**config.mk**
```make
export PLATFORM = sky130hd
export DESIGN_NAME = i2c_master_seq
export DESIGN_NICKNAME = d
export VERILOG_FILES = /design/src/rtl/i2c_master_seq.sv
export SDC_FILE = /design/constraint.sdc
export NUM_CORES = 1
export LEC_CHECK = 0
export ABC_AREA = 1
export BUFFER_PORTS_ARGS = -buffer_cell sky130_fd_sc_hd__clkbuf_2
export CORE_MARGIN = 2
export CORE_UTILIZATION = 57
export DETAILED_ROUTE_END_ITERATION = 12
export PLACE_DENSITY = 0.79
export SYNTH_ARGS = -nofsm -noshare
export SYNTH_HDL_FRONTEND = slang
export SYNTH_SLANG_ARGS = --single-unit
```
**constraint.sdc**
```tcl
create_clock -name clk -period 2.1 [get_ports clk]
set_input_delay 0.105 -clock clk [delete_from_list [all_inputs] [get_ports clk]]
set_output_delay 0.105 -clock clk [all_outputs]
set_load 0.005 [all_outputs]
```
**src/rtl/i2c_master_seq.sv**
```systemverilog
// ---------------------------------------------------------------------------
// i2c_master_seq
//
// Command sequencer that sits in front of a byte-level i2c_master. The host
// queues single-byte write or read commands into a small FIFO. The sequencer
// hands them one at a time to the master and returns each read byte through
// a valid/ready response port.
//
// Parameters
//   FIFO_DEPTH      command FIFO depth in entries (power of two, 2..16)
//   TIMEOUT_CYCLES  clk cycles one transaction may spend in LAUNCH or XFER
//                   before it is aborted (timeout build only)
//
// Build option
//   I2C_SEQ_TIMEOUT_EN  when defined, a stuck transaction is aborted and the
//                       sticky err flag is set. When undefined, the sequencer
//                       waits on m_ready for as long as it takes and err is 0.
//
// Ports
//   clk, rst                  clock; asynchronous active-low reset
//   cmd_valid/ready           host command handshake (ready = FIFO not full)
//   cmd_addr/rw/data          7-bit slave address, 0=write 1=read, write byte
//   rsp_valid/ready/data      read-byte response handshake
//   m_addr/m_rw/m_data_in     command fields presented to the i2c_master
//   m_enable                  start/hold request to the i2c_master
//   m_ready                   i2c_master idle indication
//   m_data_out                byte returned by the i2c_master on a read
//   busy                      sequencer is not idle
//   err                       sticky abort flag (0 unless the timeout is built)
// ---------------------------------------------------------------------------
`timescale 1ns/1ps

module i2c_master_seq #(
  parameter int FIFO_DEPTH     = 4,
  parameter int TIMEOUT_CYCLES = 4096
) (
  input  logic       clk,
  input  logic       rst,
  // host command port
  input  logic       cmd_valid,
  output logic       cmd_ready,
  input  logic [6:0] cmd_addr,
  input  logic       cmd_rw,
  input  logic [7:0] cmd_data,
  // host response port
  output logic       rsp_valid,
  output logic [7:0] rsp_data,
  input  logic       rsp_ready,
  // i2c_master side
  output logic [6:0] m_addr,
  output logic       m_rw,
  output logic [7:0] m_data_in,
  output logic       m_enable,
  input  logic       m_ready,
  input  logic [7:0] m_data_out,
  // status
  output logic       busy,
  output logic       err
);

  localparam int PTR_W = $clog2(FIFO_DEPTH);
  localparam int CNT_W = $clog2(FIFO_DEPTH + 1);

  typedef struct packed {
    logic [6:0] addr;
    logic       rw;
    logic [7:0] data;
  } cmd_t;

  typedef enum logic [2:0] {
    S_IDLE,
    S_LAUNCH,
    S_XFER,
    S_DONE,
    S_ABORT
  } state_t;

  // -------------------------------------------------------------------------
  // Command FIFO
  // -------------------------------------------------------------------------
  cmd_t             mem [FIFO_DEPTH];
  logic [PTR_W-1:0] wr_ptr;
  logic [PTR_W-1:0] rd_ptr;
  logic [CNT_W-1:0] count;
  logic             push;
  logic             pop;
  logic             fifo_empty;
  cmd_t             head;

  assign cmd_ready  = (count != CNT_W'(FIFO_DEPTH));
  assign fifo_empty = (count == '0);
  assign push       = cmd_valid && cmd_ready;
  assign head       = mem[rd_ptr];

  // NOTE: the storage array has no reset; count and the pointers alone decide
  // which entries are live, so stale contents are never observed.
  always_ff @(posedge clk) begin
    if (push) begin
      mem[wr_ptr] <= '{addr: cmd_addr, rw: cmd_rw, data: cmd_data};
    end
  end

  // NOTE: sequential state is updated with non-blocking assignments only, so
  // every always_ff reads the pre-edge value of every register.
  always_ff @(posedge clk or negedge rst) begin
    if (!rst) begin
      wr_ptr <= '0;
      rd_ptr <= '0;
      count  <= '0;
    end else begin
      // Power-of-two depth: the pointers wrap by plain overflow.
      if (push) wr_ptr <= wr_ptr + 1'b1;
      if (pop)  rd_ptr <= rd_ptr + 1'b1;
      case ({push, pop})
        2'b10:   count <= count + 1'b1;
        2'b01:   count <= count - 1'b1;
        default: count <= count;
      endcase
    end
  end

  // -------------------------------------------------------------------------
  // Sequencer FSM
  // -------------------------------------------------------------------------
  state_t state_q;
  state_t state_d;
  logic   launch;
  logic   rsp_load;
  logic   tmo_abort;
  logic   tmo_hit;

  always_ff @(posedge clk or negedge rst) begin
    if (!rst) state_q <= S_IDLE;
    else      state_q <= state_d;
  end

  // NOTE: every signal written here gets a default first, so no path through
  // the case statement can leave one unassigned and infer a latch.
  always_comb begin
    state_d   = state_q;
    m_enable  = 1'b0;
    launch    = 1'b0;
    pop       = 1'b0;
    rsp_load  = 1'b0;
    tmo_abort = 1'b0;
    case (state_q)
      S_IDLE: begin
        if (!fifo_empty && m_ready) begin
          launch  = 1'b1;
          state_d = S_LAUNCH;
        end
      end
      S_LAUNCH: begin
        // Hold enable until the master acknowledges by going busy.
        m_enable = 1'b1;
        if (!m_ready) begin
          state_d = S_XFER;
        end else if (tmo_hit) begin
          tmo_abort = 1'b1;
          pop       = 1'b1;
          state_d   = S_ABORT;
        end
      end
      S_XFER: begin
        m_enable = 1'b1;
        if (m_ready) begin
          state_d = S_DONE;
        end else if (tmo_hit) begin
          tmo_abort = 1'b1;
          pop       = 1'b1;
          state_d   = S_ABORT;
        end
      end
      S_DONE: begin
        if (!m_rw) begin
          pop     = 1'b1;
          state_d = S_IDLE;
        end else if (!rsp_valid || rsp_ready) begin
          // Response slot is free or being emptied this cycle.
          rsp_load = 1'b1;
          pop      = 1'b1;
          state_d  = S_IDLE;
        end
      end
      S_ABORT: begin
        // Wait for the master to drop its half-finished transfer.
        if (m_ready) state_d = S_IDLE;
      end
      default: state_d = S_IDLE;
    endcase
  end

  assign busy = (state_q != S_IDLE);

  // Master command fields: loaded only when a transaction is launched, so they
  // stay frozen for the whole time m_enable is high.
  always_ff @(posedge clk or negedge rst) begin
    if (!rst) begin
      m_addr    <= '0;
      m_rw      <= 1'b0;
      m_data_in <= '0;
    end else if (launch) begin
      m_addr    <= head.addr;
      m_rw      <= head.rw;
      m_data_in <= head.data;
    end
  end

  // Response register: a new load wins over a consume in the same cycle.
  always_ff @(posedge clk or negedge rst) begin
    if (!rst) begin
      rsp_valid <= 1'b0;
      rsp_data  <= '0;
    end else if (rsp_load) begin
      rsp_valid <= 1'b1;
      rsp_data  <= m_data_out;
    end else if (rsp_ready) begin
      rsp_valid <= 1'b0;
    end
  end

  // -------------------------------------------------------------------------
  // Transaction timeout
  // -------------------------------------------------------------------------
`ifdef I2C_SEQ_TIMEOUT_EN
  localparam int TMO_W = $clog2(TIMEOUT_CYCLES + 1);

  logic [TMO_W-1:0] tmo_cnt;

  // Counts cycles spent in the current LAUNCH or XFER state; a state change
  // restarts it, so each phase gets the full allowance.
  assign tmo_hit = (tmo_cnt == TMO_W'(TIMEOUT_CYCLES - 1));

  always_ff @(posedge clk or negedge rst) begin
    if (!rst) begin
      tmo_cnt <= '0;
    end else if ((state_d != state_q) || !(state_q inside {S_LAUNCH, S_XFER})) begin
      tmo_cnt <= '0;
    end else begin
      tmo_cnt <= tmo_cnt + 1'b1;
    end
  end

  always_ff @(posedge clk or negedge rst) begin
    if (!rst)           err <= 1'b0;
    else if (tmo_abort) err <= 1'b1;
  end
`else
  assign tmo_hit = 1'b0;
  assign err     = 1'b0;
`endif

endmodule

```
-- After elaboration in Yosys (flattened, before gate mapping)
Memory sizes are Yosys's and may differ from the RTL's. A register that Yosys moved wholly into a read port is not among the register bits.
Index checks and enable logic that the tools add are counted.
Widths: inputs -> output; s select.
- add/subtract/negate cells: 4
- equality and inequality tests: 12
- multiplexer cells: 20
- reductions and logical operators: 13
- operators with widths (operator ; count):
    $mux 3 ; 6
    $pmux 3 s5 ; 1
    $mux 1 ; 12
    $ne 2x2->1 const B ; 4
    $eq 3x2->1 const B ; 2
    $logic_not 3->1 ; 2
    $ne 3x3->1 const B ; 2
    $pmux 3 s2 ; 1
    $reduce_and 5->1 ; 1
    $add 2x1->2 const B ; 2
    $reduce_bool 2->1 ; 2
    $add 3x1->3 const B ; 1
    $eq 3x1->1 const B ; 1
    $eq 3x3->1 const B ; 1
    $logic_not 1->1 ; 3
    $reduce_bool 3->1 ; 1
    $sub 3x1->3 const B ; 1
    $eq 2x1->1 const B ; 1
    $eq 2x2->1 const B ; 1
    $logic_and 1x1->1 ; 2
    $reduce_or 2->1 ; 1
    $logic_or 1x1->1 ; 1
- flip-flop bits (word level): 19
- RAM bits: 64
- output and inout port bits: 29
- memories kept: 1
- memories (name ; words ; width ; rd ports ; clocked after memory_dff ; write ports ; line ; RTL):
    mem ; 4 ; 16 ; 1 ; 1 ; 1 ; 81 ; cmd_t mem [FIFO_DEPTH];

-- Longest topological paths before layout
Gate-level depths: netlist (run 1).
- depth in word-level cells: 7
- mapped depth: 11
- gate-level depth less buffers: 11

-- Worst setup path before layout (run 1)
No wires, ideal clock.
- path type: register to register
- start point: reg wr_ptr[0]
- end point: mem mem[2][0] in the netlist's numbering, enable pin
- data arrival time: 1.364 ns
- required time: 1.711 ns
- slack: 0.347 ns
- stages on the path, launching flop included: 5
- buffers on the path: 0
- clock period less this slack: 1.753 ns
- path through: dfrtp_1 inv_1 ha_1 inv_1 nor2_1
- RTL lines (item ; line ; RTL):
    start, declared ; 82 ; logic [PTR_W-1:0] wr_ptr;
    start signal, assigned ; 112 ; if (push) wr_ptr <= wr_ptr + 1'b1;
    end, declared ; 81 ;
Straight into the memory's write port.

-- Worst setup path in the final report (run 1)
- start point: reg state_q[1]
- end point: reg count[2]
- longest elaborated chain between the ends: 4
- elaborated cells between the ends (all ways): 6
- those cells by class: 3 x eq/ne; 2 x mux; 1 x reduce/logical
- RTL lines (item ; line ; RTL):
    start, declared ; 125 ; state_t state_q;
    start signal, assigned ; 134 ; else state_q <= state_d;
    $eq 3x2->1 (*) ; 146 ; case (state_q)
    $mux 1 (*) ; -- ;
    net pop ; 86 ; logic pop;
    $eq 2x1->1 or $eq 2x2->1 (tied branches) ; 114 ; case ({push, pop})
    $pmux 3 s2 or $reduce_bool 2->1 (tied branches) ; -- ;
    end signal, assigned ; 115 ; 2'b10: count <= count + 1'b1;
    end signal, assigned ; 116 ; 2'b01: count <= count - 1'b1;
    end signal, assigned ; 117 ; default: count <= count;
    end, declared ; 84 ; logic [CNT_W-1:0] count;
The timed path passes the listed nets; every way through them passes the cells marked *.
A chain may end at the register's enable or synchronous reset.

==> results by group, run 1 <==
Timing
  – RSZ-0062 raised after global routing: false
  – Slew headroom: 0.438
  – Worst-margin pin slew: 843 ps
  – Fin Setup TNS: 0 ps
  – Endpoints failing hold: 0
  – Fin. max-slew vios: 0
  – Final setup viols: 0
  – Fin crit share: 0.901
  – Fmax achieved: around 530 MHz
  – Post-layout min period: about 1900 ps
  – Setup Skew: 9.20 ps

Setup path
  – Setup crit start: state_q[1]
  – Setup crit start kind: flop
  – Setup Crit Path Kind: flop to flop
  – Peak per-stage delay on the critical path: 420 ps
  – Worst path cell trace: ha_2 > o21ai_1 > inv_1 > ha_1 > inv_1 > fa_1 > nor2_1 > nor2_1 > nand2_1 > xor2_1
  – Worst path arrival time: ~2200 ps
  – Reg2reg start: state_q[1]
  – Worst Path Buf+Inv: 2
  – CP Capture Type: flop
  – CP required: approximately 2400 ps
  – CP top delay family: adder cells
  – CP max FO: 5
  – Crit-path slowest cell: dfrtp_1

Yosys
  – Post-Syn Area: roughly 4100 um2
  – Synth cell count leaders: nand2_1 (138), edfxtp_1 (64), dfrtp_1 (34)
  – Number of library cell types mapped by synthesis: 26
  – Most area-consuming cells after synthesis: edfxtp_1 (47%), dfrtp_1 (21%), nand2_1 (13%)
  – Synth Flop Type: edfxtp_1
  – Register area share after synthesis: 0.676
  – Leading cell type by number of instances after synthesis: nand2_1
  – Synth top area share: 0.469
  – Syn Inst Count: roughly 370
  – Fraction of registers with async set/reset: 0.347
  – Syn Area/Cell: 11.0 um2
  – YS warnings: 0
  – Syn nets: 412
  – Post-synth EDFFs: between 60 and 70
  – Yosys reg bits: 98
  – Synth area leader: edfxtp_1

Outcome
  – Status: finished clean

Cells and area
  – Design Area, Final: approximately 5000 um2
  – Non-Filler Instances: 559
  – Filler cells: 501
  – Antenna cells: 0
  – Layout Nets: between 400 and 500
  – Layout area overhead: 18.4%
  – Multi-input logic area: ~1100 um2
  – Layout cell share with drive strength beyond 1: 0.197
  – Reg area: between 2000 and 3000 um2

CTS
  – CTS tree: built
  – Clock Path Buffers: 2
  – Root Driver: clkbuf_8
  – Clock transition at path regs: 90 ps
  – Clock sink count: 98
  – Clk_lat worst skew: roughly 360 ps
  – Htree depth: 3
  – CTS Buf Count: 9

Hold path
  – Min-delay worst type: input pin to flop
  – Hold path startpoint: rsp_ready

GRT
  – First-pass GRT wire length: around 13000 um
  – Largest net degree at the start of global routing: 35
  – Antenna violations before repair: 0
  – Number of global-route vias before repair: 2738
  – Global route overflow: 0
  – GR Util All Layers: 0.220

Routing
  – Vias: 2814
  – Initial drt markers: roughly 190
  – WL per Instance: 13.8 um
  – Drt pass-1 iters: 4
  – Detailed Route WL: about 7700 um
  – Routed Antenna Nets: 0
  – Vias per cell: 5.03
  – Drt drc: 0

Pwr
  – Leakage power: ~2.2 nW
  – VDD IR-drop max: a little under 0.5 mV
  – Pwr dens: roughly 1300 nW/um2

Floorplan
  – Row count: 30
  – Die width: a little under 90 um
  – Starting Density: 0.597
  – Die height: approximately 90 um
  – Die area: between 7000 and 8000 um2
  – Area of the core: 6870 um2
  – Ports: 58

Placement
  – Placed insts: roughly 520
  – Placed instance area: 4420 um2
  – IO Port Bufs: 56
  – GP Congestion: between 0.7 and 0.8
  – Hpwl dp: approximately 4700 um

Flow run
  – Max Cap Violations: 0
==> cells by family (layout without fill, tap and decap cells) <==
family | count (synthesis) | count (layout) | synth area share
buffers and inverters | 41 | 132 | 0.0586
AND/OR/NAND/NOR | 173 | 173 | 0.166
other | 1 | 1 | 0.000914
AO/OA/AOI/OAI | 44 | 44 | 0.0546
XOR/XNOR | 4 | 4 | 0.00854
flip-flops | 98 | 98 | 0.676
adder cells (fa/ha/maj) | 11 | 11 | 0.0354
==> through the flow <==
stage           util  total power, mW  hold slack [ps]  setup WS (ps)
2_1_floorplan      -             4.52             -191            347
3_3_place_gp   0.643             5.04              246            279
3_5_place_dp   0.643             5.14              247            193
4_1_cts        0.705             6.27             59.2            172
5_1_grt        0.707             6.76             93.7           25.2
6_report       0.707             6.23             76.2            207
==> sequential cells by signal, indices dropped and copies added, names as in the netlist <==
name / count
rd_ptr: 2
m_data_in: 8
state_q: 2
rsp_valid: 1
wr_ptr: 2
mem: 64
rsp_data: 8
count: 3
m_addr: 7
m_rw: 1
==> per-layer routing <==
layer	routed length (um)	track usage	vias up
met5	0	0	-
met4	148	0.0978	0
met3	528	0.0560	16
met2	3830	0.362	91
met1	3230	0.278	1322
li1	-	-	1385
==> cell usage in the layout (no fill, tap or decap), drive strengths merged <==
| cell type | count |
|---|---|
| a21oi | 1 |
| buf | 7 |
| clkbuf | 65 |
| clkinv | 1 |
| clkinvlp | 4 |
| conb | 1 |
| dfrtp | 34 |
| dlygate4sd3 | 25 |
| edfxtp | 64 |
| fa | 1 |
| ha | 10 |
| inv | 30 |
| nand2 | 140 |
| nand3 | 5 |
| nor2 | 28 |
| o21ai | 43 |
| xnor2 | 1 |
| xor2 | 3 |
==> final timing paths <==
path / slack (ps) / end / depth (start not counted)
setup / recovery: 210 / count[2] / 10
hold / removal: 80 / rsp_valid / 4
setup reg to reg: 210 / count[2] / 10
hold reg to reg: 490 / m_data_in[0] / 2
max in group asynchronous: 1200 / m_data_in[4] / 2
min in group asynchronous: 380 / count[0] / 2
==> worst min-delay path, stage by stage <==
cell      delay (ps)
clkbuf_2          80
inv_1             30
nand2_1          120
nand2_1           70
==> report_power, final <==
| group | internal, mW | switching [mW] | leakage [nW] | total (mW) |
|---|---|---|---|---|
| clock | 0.436 | 0.641 | 0.0783 | 1.08 |
| combinational | 0.827 | 1.38 | 1.11 | 2.21 |
| sequential | 2.63 | 0.313 | 1.01 | 2.95 |
==> repair_timing <==
item | CTS | global route
hold endpoints to repair | 106 | 0
setup endpoints to repair | 0 | 1
buffers inserted | 0 | 1
gates resized for setup | 0 | 1
hold buffers | 25 | 0
==> layout make-up <==
type / count / area share
Inverter: 28 / 0.0232
Multi-Input combinational cell: 233 / 0.225
Timing Repair Buffer: 88 / 0.120
Clock buffer: 9 / 0.0255
Sequential cell: 98 / 0.571
Tap cell: 96 / 0.0247
Clock inverter: 7 / 0.0108
(Power assumes the default switching activity.)
==> run 2: changes to the inputs <==
Settings changed: CORE_ASPECT_RATIO set to 1.4.
==> run 2 against run 1 <==
Compared with the run above:
- via count down 2.5%
- sequential power hardly changed
- setup slack worse by 39 ps
- critical endpoint unchanged
==> results by group, run 2 (synthesis results as in run 1) <==
Setup path
  – Setup crit start kind: flop
  – Setup Crit Path Kind: flop to flop
  – Peak per-stage delay on the critical path: between 400 and 500 ps
  – CP max FO: 5
  – CP required: around 2400 ps
  – Crit-path slowest cell: dfrtp_1
  – Worst Path Buf+Inv: 2
  – Worst path cell trace: ha_2 > o21ai_1 > inv_1 > ha_1 > inv_1 > fa_1 > nor2_1 > nor2_1 > nand2_1 > xor2_1
  – CP top delay family: adder cells
  – Worst path arrival time: 2220 ps
  – CP Capture Type: flop

Placement
  – Placed instance area: 4420 um2
  – GP Congestion: roughly 0.77
  – Hpwl dp: approximately 4900 um
  – Worst slack, placed: between 150 and 200 ps
  – IO Port Bufs: between 50 and 60

GRT
  – GR Util All Layers: 0.217
  – GR peak layer: met2
  – Largest net degree at the start of global routing: 35
  – Number of global-route vias before repair: around 2700
  – Antenna violations before repair: 0
  – Global-route track usage on met3: 0.0446
  – Met1 GRT Util: 0.274
  – First-pass GRT wire length: 12700 um
  – Met2 Use GR: 0.348
  – Global route overflow: 0

Timing
  – Fin worst setup slack: ~170 ps
  – Endpoints failing hold: 0
  – RSZ-0062 raised after global routing: false
  – Post-layout min period: roughly 1900 ps
  – Final setup viols: 0
  – Fmax achieved: around 520 MHz
  – Worst-margin pin slew: about 830 ps
  – Setup Skew: between 9 and 10 ps
  – Slew headroom: 0.446
  – Fin. max-slew vios: 0
  – Fin Setup TNS: 0 ps
  – Fin crit share: 0.920

Floorplan
  – Ports: 58
  – Die width: about 76 um
  – Row count: 36
  – Die area: between 7000 and 8000 um2
  – Area of the core: about 7000 um2
  – Die height: ~100 um
  – Starting Density: 0.587

Routing
  – Detailed Route WL: ~7800 um
  – Drt drc: 0
  – Vias per cell: between 4 and 5
  – Drt pass-1 iters: 4
  – WL per Instance: approximately 14 um
  – Initial drt markers: approximately 200
  – Vias: about 2700
  – Routed Antenna Nets: 0

Cells and area
  – Top flop regs: mem x64, m_data_in x8, rsp_data x8
  – Reg with most FFs: mem
  – Max reg flops: 64
  – Layout area overhead: 19.0%
  – Commonest non-fill, non-tap cells in the layout: nand2_1 (138), edfxtp_1 (64), clkbuf_2 (56), dfrtp_1 (34), o21ai_1 (29)
  – Layout Nets: 498
  – Layout cell share with drive strength beyond 1: 0.194
  – Most common cell after layout, fill and taps aside: nand2_1
  – Design Area, Final: between 4000 and 5000 um2
  – Antenna cells: 0

CTS
  – Root Driver: clkbuf_8
  – CTS tree: built
  – Htree depth: 3
  – CTS Buf Count: 9
  – Clock Path Buffers: 2
  – Clk_lat worst skew: between 300 and 400 ps
  – Clock sink count: ~100
  – Clock transition at path regs: around 80 ps

Hold path
  – Min-delay worst type: input pin to flop

Pwr
  – Leakage power: 2.23 nW
  – Pwr dens: 1310 nW/um2
  – Overall power: about 6.4 mW
  – VDD IR-drop max: a little under 0.8 mV

Flow run
  – Max Cap Violations: 0

Outcome
  – Status: finished clean
run 2: worst reg2reg max path, delay by kind of cell, from the launching register on:
kind                       cells  cell delay (ps)
AOI/OAI and AO/OA              1              120
xor gates and xnor gates       1              160
and+or+nand+nor                3              230
adders and majority gates      3              760
DFF                            1              430
buffers and inverters          2              180
run 2: path summary, 6_finish.rpt:
check | to | from | slack (ps) | cells past startpoint
setup reg to reg | count[2] | state_q[1] | 170 | 10
setup / recovery | count[2] | state_q[1] | 170 | 10
min in group asynchronous | m_addr[5] | rst | 370 | 2
max in group asynchronous | rsp_valid | rst | 1220 | 2
hold reg to reg | m_data_in[5] | m_data_in[5] | 490 | 2
hold / removal | rsp_valid | rsp_ready | 60 | 4
run 2: final cells by class:
cell class / instances / area (um2)
clock buffer: 12 / 155
clock inverter: 4 / 48.8
fill: 507 / 2100
inverter: 28 / 113
multi-input combinational: 233 / 1090
sequential: 98 / 2770
tap: 95 / 119
timing repair buffer: 88 / 583
run 2: what timing repair did:
action | CTS | global route
hold buffers | 25 | 0
setup buffers | 0 | 1
gates resized for setup | 0 | 1
setup endpoints to repair | 0 | 1
endpoints found under the hold margin | 106 | 0
run 2: power by group:
group / total [mW] / switching, mW / internal (mW) / leakage, nW
Clock: 1.24 / 0.622 / 0.616 / 0.107
Sequential: 2.94 / 0.306 / 2.63 / 1.01
Combinational: 2.21 / 1.39 / 0.825 / 1.11
Total: 6.39 / 2.32 / 4.07 / 2.23
run 2: stage by stage:
stage,hold slack (ps),std cells,utilization
after detailed placement,244,516,0.633
after CTS,55.9,557,0.698
after floorplan,-191,372,-
after global routing,94.0,558,0.699
after global placement,242,516,0.633
final,64.5,558,0.699
run 2: layer usage:
metal / vias to the layer above / wire (um) / part of all wire
met5: - / 0 / 0
met4: 0 / 192 / 0.024
met3: 13 / 341 / 0.043
met2: 68 / 4090 / 0.52
met1: 1294 / 3220 / 0.41
li1: 1370 / - / -
==> run 3: changes to the inputs <==
Settings changed: CAP_MARGIN set to 20, CORE_UTILIZATION 57 to 51, HOLD_SLACK_MARGIN set to 0.15, PLACE_DENSITY 0.79 to 0.75.
Clock period 2.1 ns to 1.75 ns, I/O delays scaled along.
==> run 3 against run 2 <==
Compared with the run above:
- critical path depth unchanged
- final area grew 3.3%
- sequential share of layout area fell by 1.8 points
- largest power group unchanged
- critical path type unchanged
- wire length grew 1.3%
- largest cell class unchanged
- first-iteration DRC count grew 18%
- register-to-register slack got worse by 90 ps
- maximum frequency grew 16%
- via count is 1.5% higher
- sequential power increased by 18%
- die area is 11% higher
- clock power grew 11%
- hold slack improved by 120 ps
==> results by group, run 3 (synthesis results as in run 1) <==
Cells and area
  – Top flop regs: mem x64, m_data_in x8, rsp_data x8
  – Max reg flops: between 60 and 70
  – Antenna cells: 0
  – Commonest non-fill, non-tap cells in the layout: nand2_1 (138), edfxtp_1 (64), clkbuf_2 (56), dfrtp_1 (34), o21ai_1 (29)
  – Layout Nets: 513
  – Most common cell after layout, fill and taps aside: nand2_1
  – Post-Route Utilization: 0.647
  – Reg with most FFs: mem
  – Layout area overhead: 23.0%
  – Layout cell share with drive strength beyond 1: 0.226
  – Filler cells: 602

Floorplan
  – Die width: around 80 um
  – Starting Density: 0.526
  – Die area: between 8000 and 9000 um2
  – Die height: 110 um
  – Area of the core: 7800 um2
  – Row count: 38
  – Ports: 58

GRT
  – Global route overflow: 0
  – First-pass GRT wire length: about 13000 um
  – GR Util All Layers: 0.196
  – Antenna violations before repair: 0
  – Number of global-route vias before repair: 2668
  – Largest net degree at the start of global routing: 35

Routing
  – Vias: 2785
  – Drt pass-1 iters: 4
  – Drt drc: 0
  – Routed Antenna Nets: 0
  – Detailed Route WL: around 8000 um
  – Initial drt markers: 239
  – Vias per cell: approximately 4.8
  – WL per Instance: approximately 14 um

Timing
  – RSZ-0062 raised after global routing: true
  – Fin crit share: 0.954
  – Endpoints failing hold: 0
  – Worst-margin pin slew: roughly 500 ps
  – Fin. max-slew vios: 0
  – Fmax achieved: 599 MHz
  – Slew headroom: 0.665
  – Setup Skew: 9.16 ps
  – Final setup viols: 0
  – Post-layout min period: 1670 ps

CTS
  – CTS Buf Count: 9
  – Clock Path Buffers: 2
  – Clock transition at path regs: 90 ps
  – Clock sink count: between 90 and 100
  – Htree depth: 3
  – Root Driver: clkbuf_8
  – Clk_lat worst skew: 370 ps
  – CTS tree: built

Pwr
  – Flop pwr share: 0.443
  – VDD IR-drop max: around 0.73 mV
  – Overall power: slightly below 8 mW
  – Switching share of power: 0.360
  – P_int: between 5 and 6 mW
  – Switching power: roughly 2.8 mW
  – Gate power share: 0.381
  – Clock share of power: 0.177
  – Leakage power: around 2.3 nW
  – Pwr dens: about 1600 nW/um2

Placement
  – GP Congestion: 0.740
  – Hpwl dp: 5100 um
  – IO Port Bufs: 56

Outcome
  – Status: finished clean

Setup path
  – CP max FO: 3
  – Worst path arrival time: 1950 ps
  – Setup crit start kind: flop
  – CP Capture Type: flop
  – R2R Setup Slk: between 80 and 90 ps
  – Setup Crit Path Kind: flop to flop
  – CP required: ~2000 ps

Hold path
  – Min-delay worst type: input pin to flop

Flow run
  – Max Cap Violations: 0
run 3: routing by layer:
metal  GRT usage  vias up  routed length [um]
met5           0        -                   0
li1            -     1405                   -
met1       0.222     1301                3220
met4       0.103        0                 183
met3      0.0505        9                 316
met2       0.339       70                4230
run 3: layout make-up:
class | count | area (um2) | area share
tap | 100 | 125 | 0.0248
multi-input combinational | 233 | 1100 | 0.219
sequential | 98 | 2770 | 0.550
clock inverter | 6 | 57.6 | 0.0114
clock buffer | 9 | 124 | 0.0246
inverter | 28 | 113 | 0.0223
timing repair buffer | 103 | 751 | 0.149
run 3: through the flow:
stage	cells	hold slack (ps)	area (um2)	setup slack, ps	TNS [ps]
floorplan	372	-208	4110	2.39	0
global placement	532	69.7	4560	77.8	0
detailed placement	532	75.9	4560	-4.40	-5.12
CTS	576	161	5030	8.96	0
global route	577	202	5040	-44.2	-44.2
finish	577	183	5040	80.2	0
run 3: power groups by stage:
stage	clock, mW	sequential (mW)	combinational [mW]
2_1_floorplan	0	3.50	1.93
4_1_cts	1.42	3.46	2.99
5_1_grt	1.51	3.54	3.38
6_report	1.38	3.46	2.98
3_5_place_dp	0	3.52	2.88
3_3_place_gp	0	3.48	2.78
run 3: final timing paths:
| kind | start | endpoint | depth (start not counted) |
|---|---|---|---|
| setup reg to reg | count[1] | count[2] | 10 |
| max in group asynchronous | rst | rsp_data[3] | 3 |
| setup / recovery | count[1] | count[2] | 10 |
| min in group asynchronous | rst | m_data_in[7] | 2 |
| hold reg to reg | m_data_in[2] | m_data_in[2] | 2 |
| hold / removal | m_ready | state_q[0] | 5 |
run 3: timing repair:
action                                  4_1_cts  5_1_grt
endpoints found under the setup margin        2        2
gates resized for setup                       1        5
setup buffers                                 2        1
endpoints found under the hold margin       109        0
hold buffers                                 27        0
pin swaps                                     3        3
run 3: critical path: stages, from the launching register on:
cell     delay, ps
dfrtp_1        400
nor2_2         130
nand2_1         90
nand2_2         80
ha_1           160
inv_2           50
fa_2           330
nor2_1          90
nor2_1          40
nand2_1         70
xor2_1         160
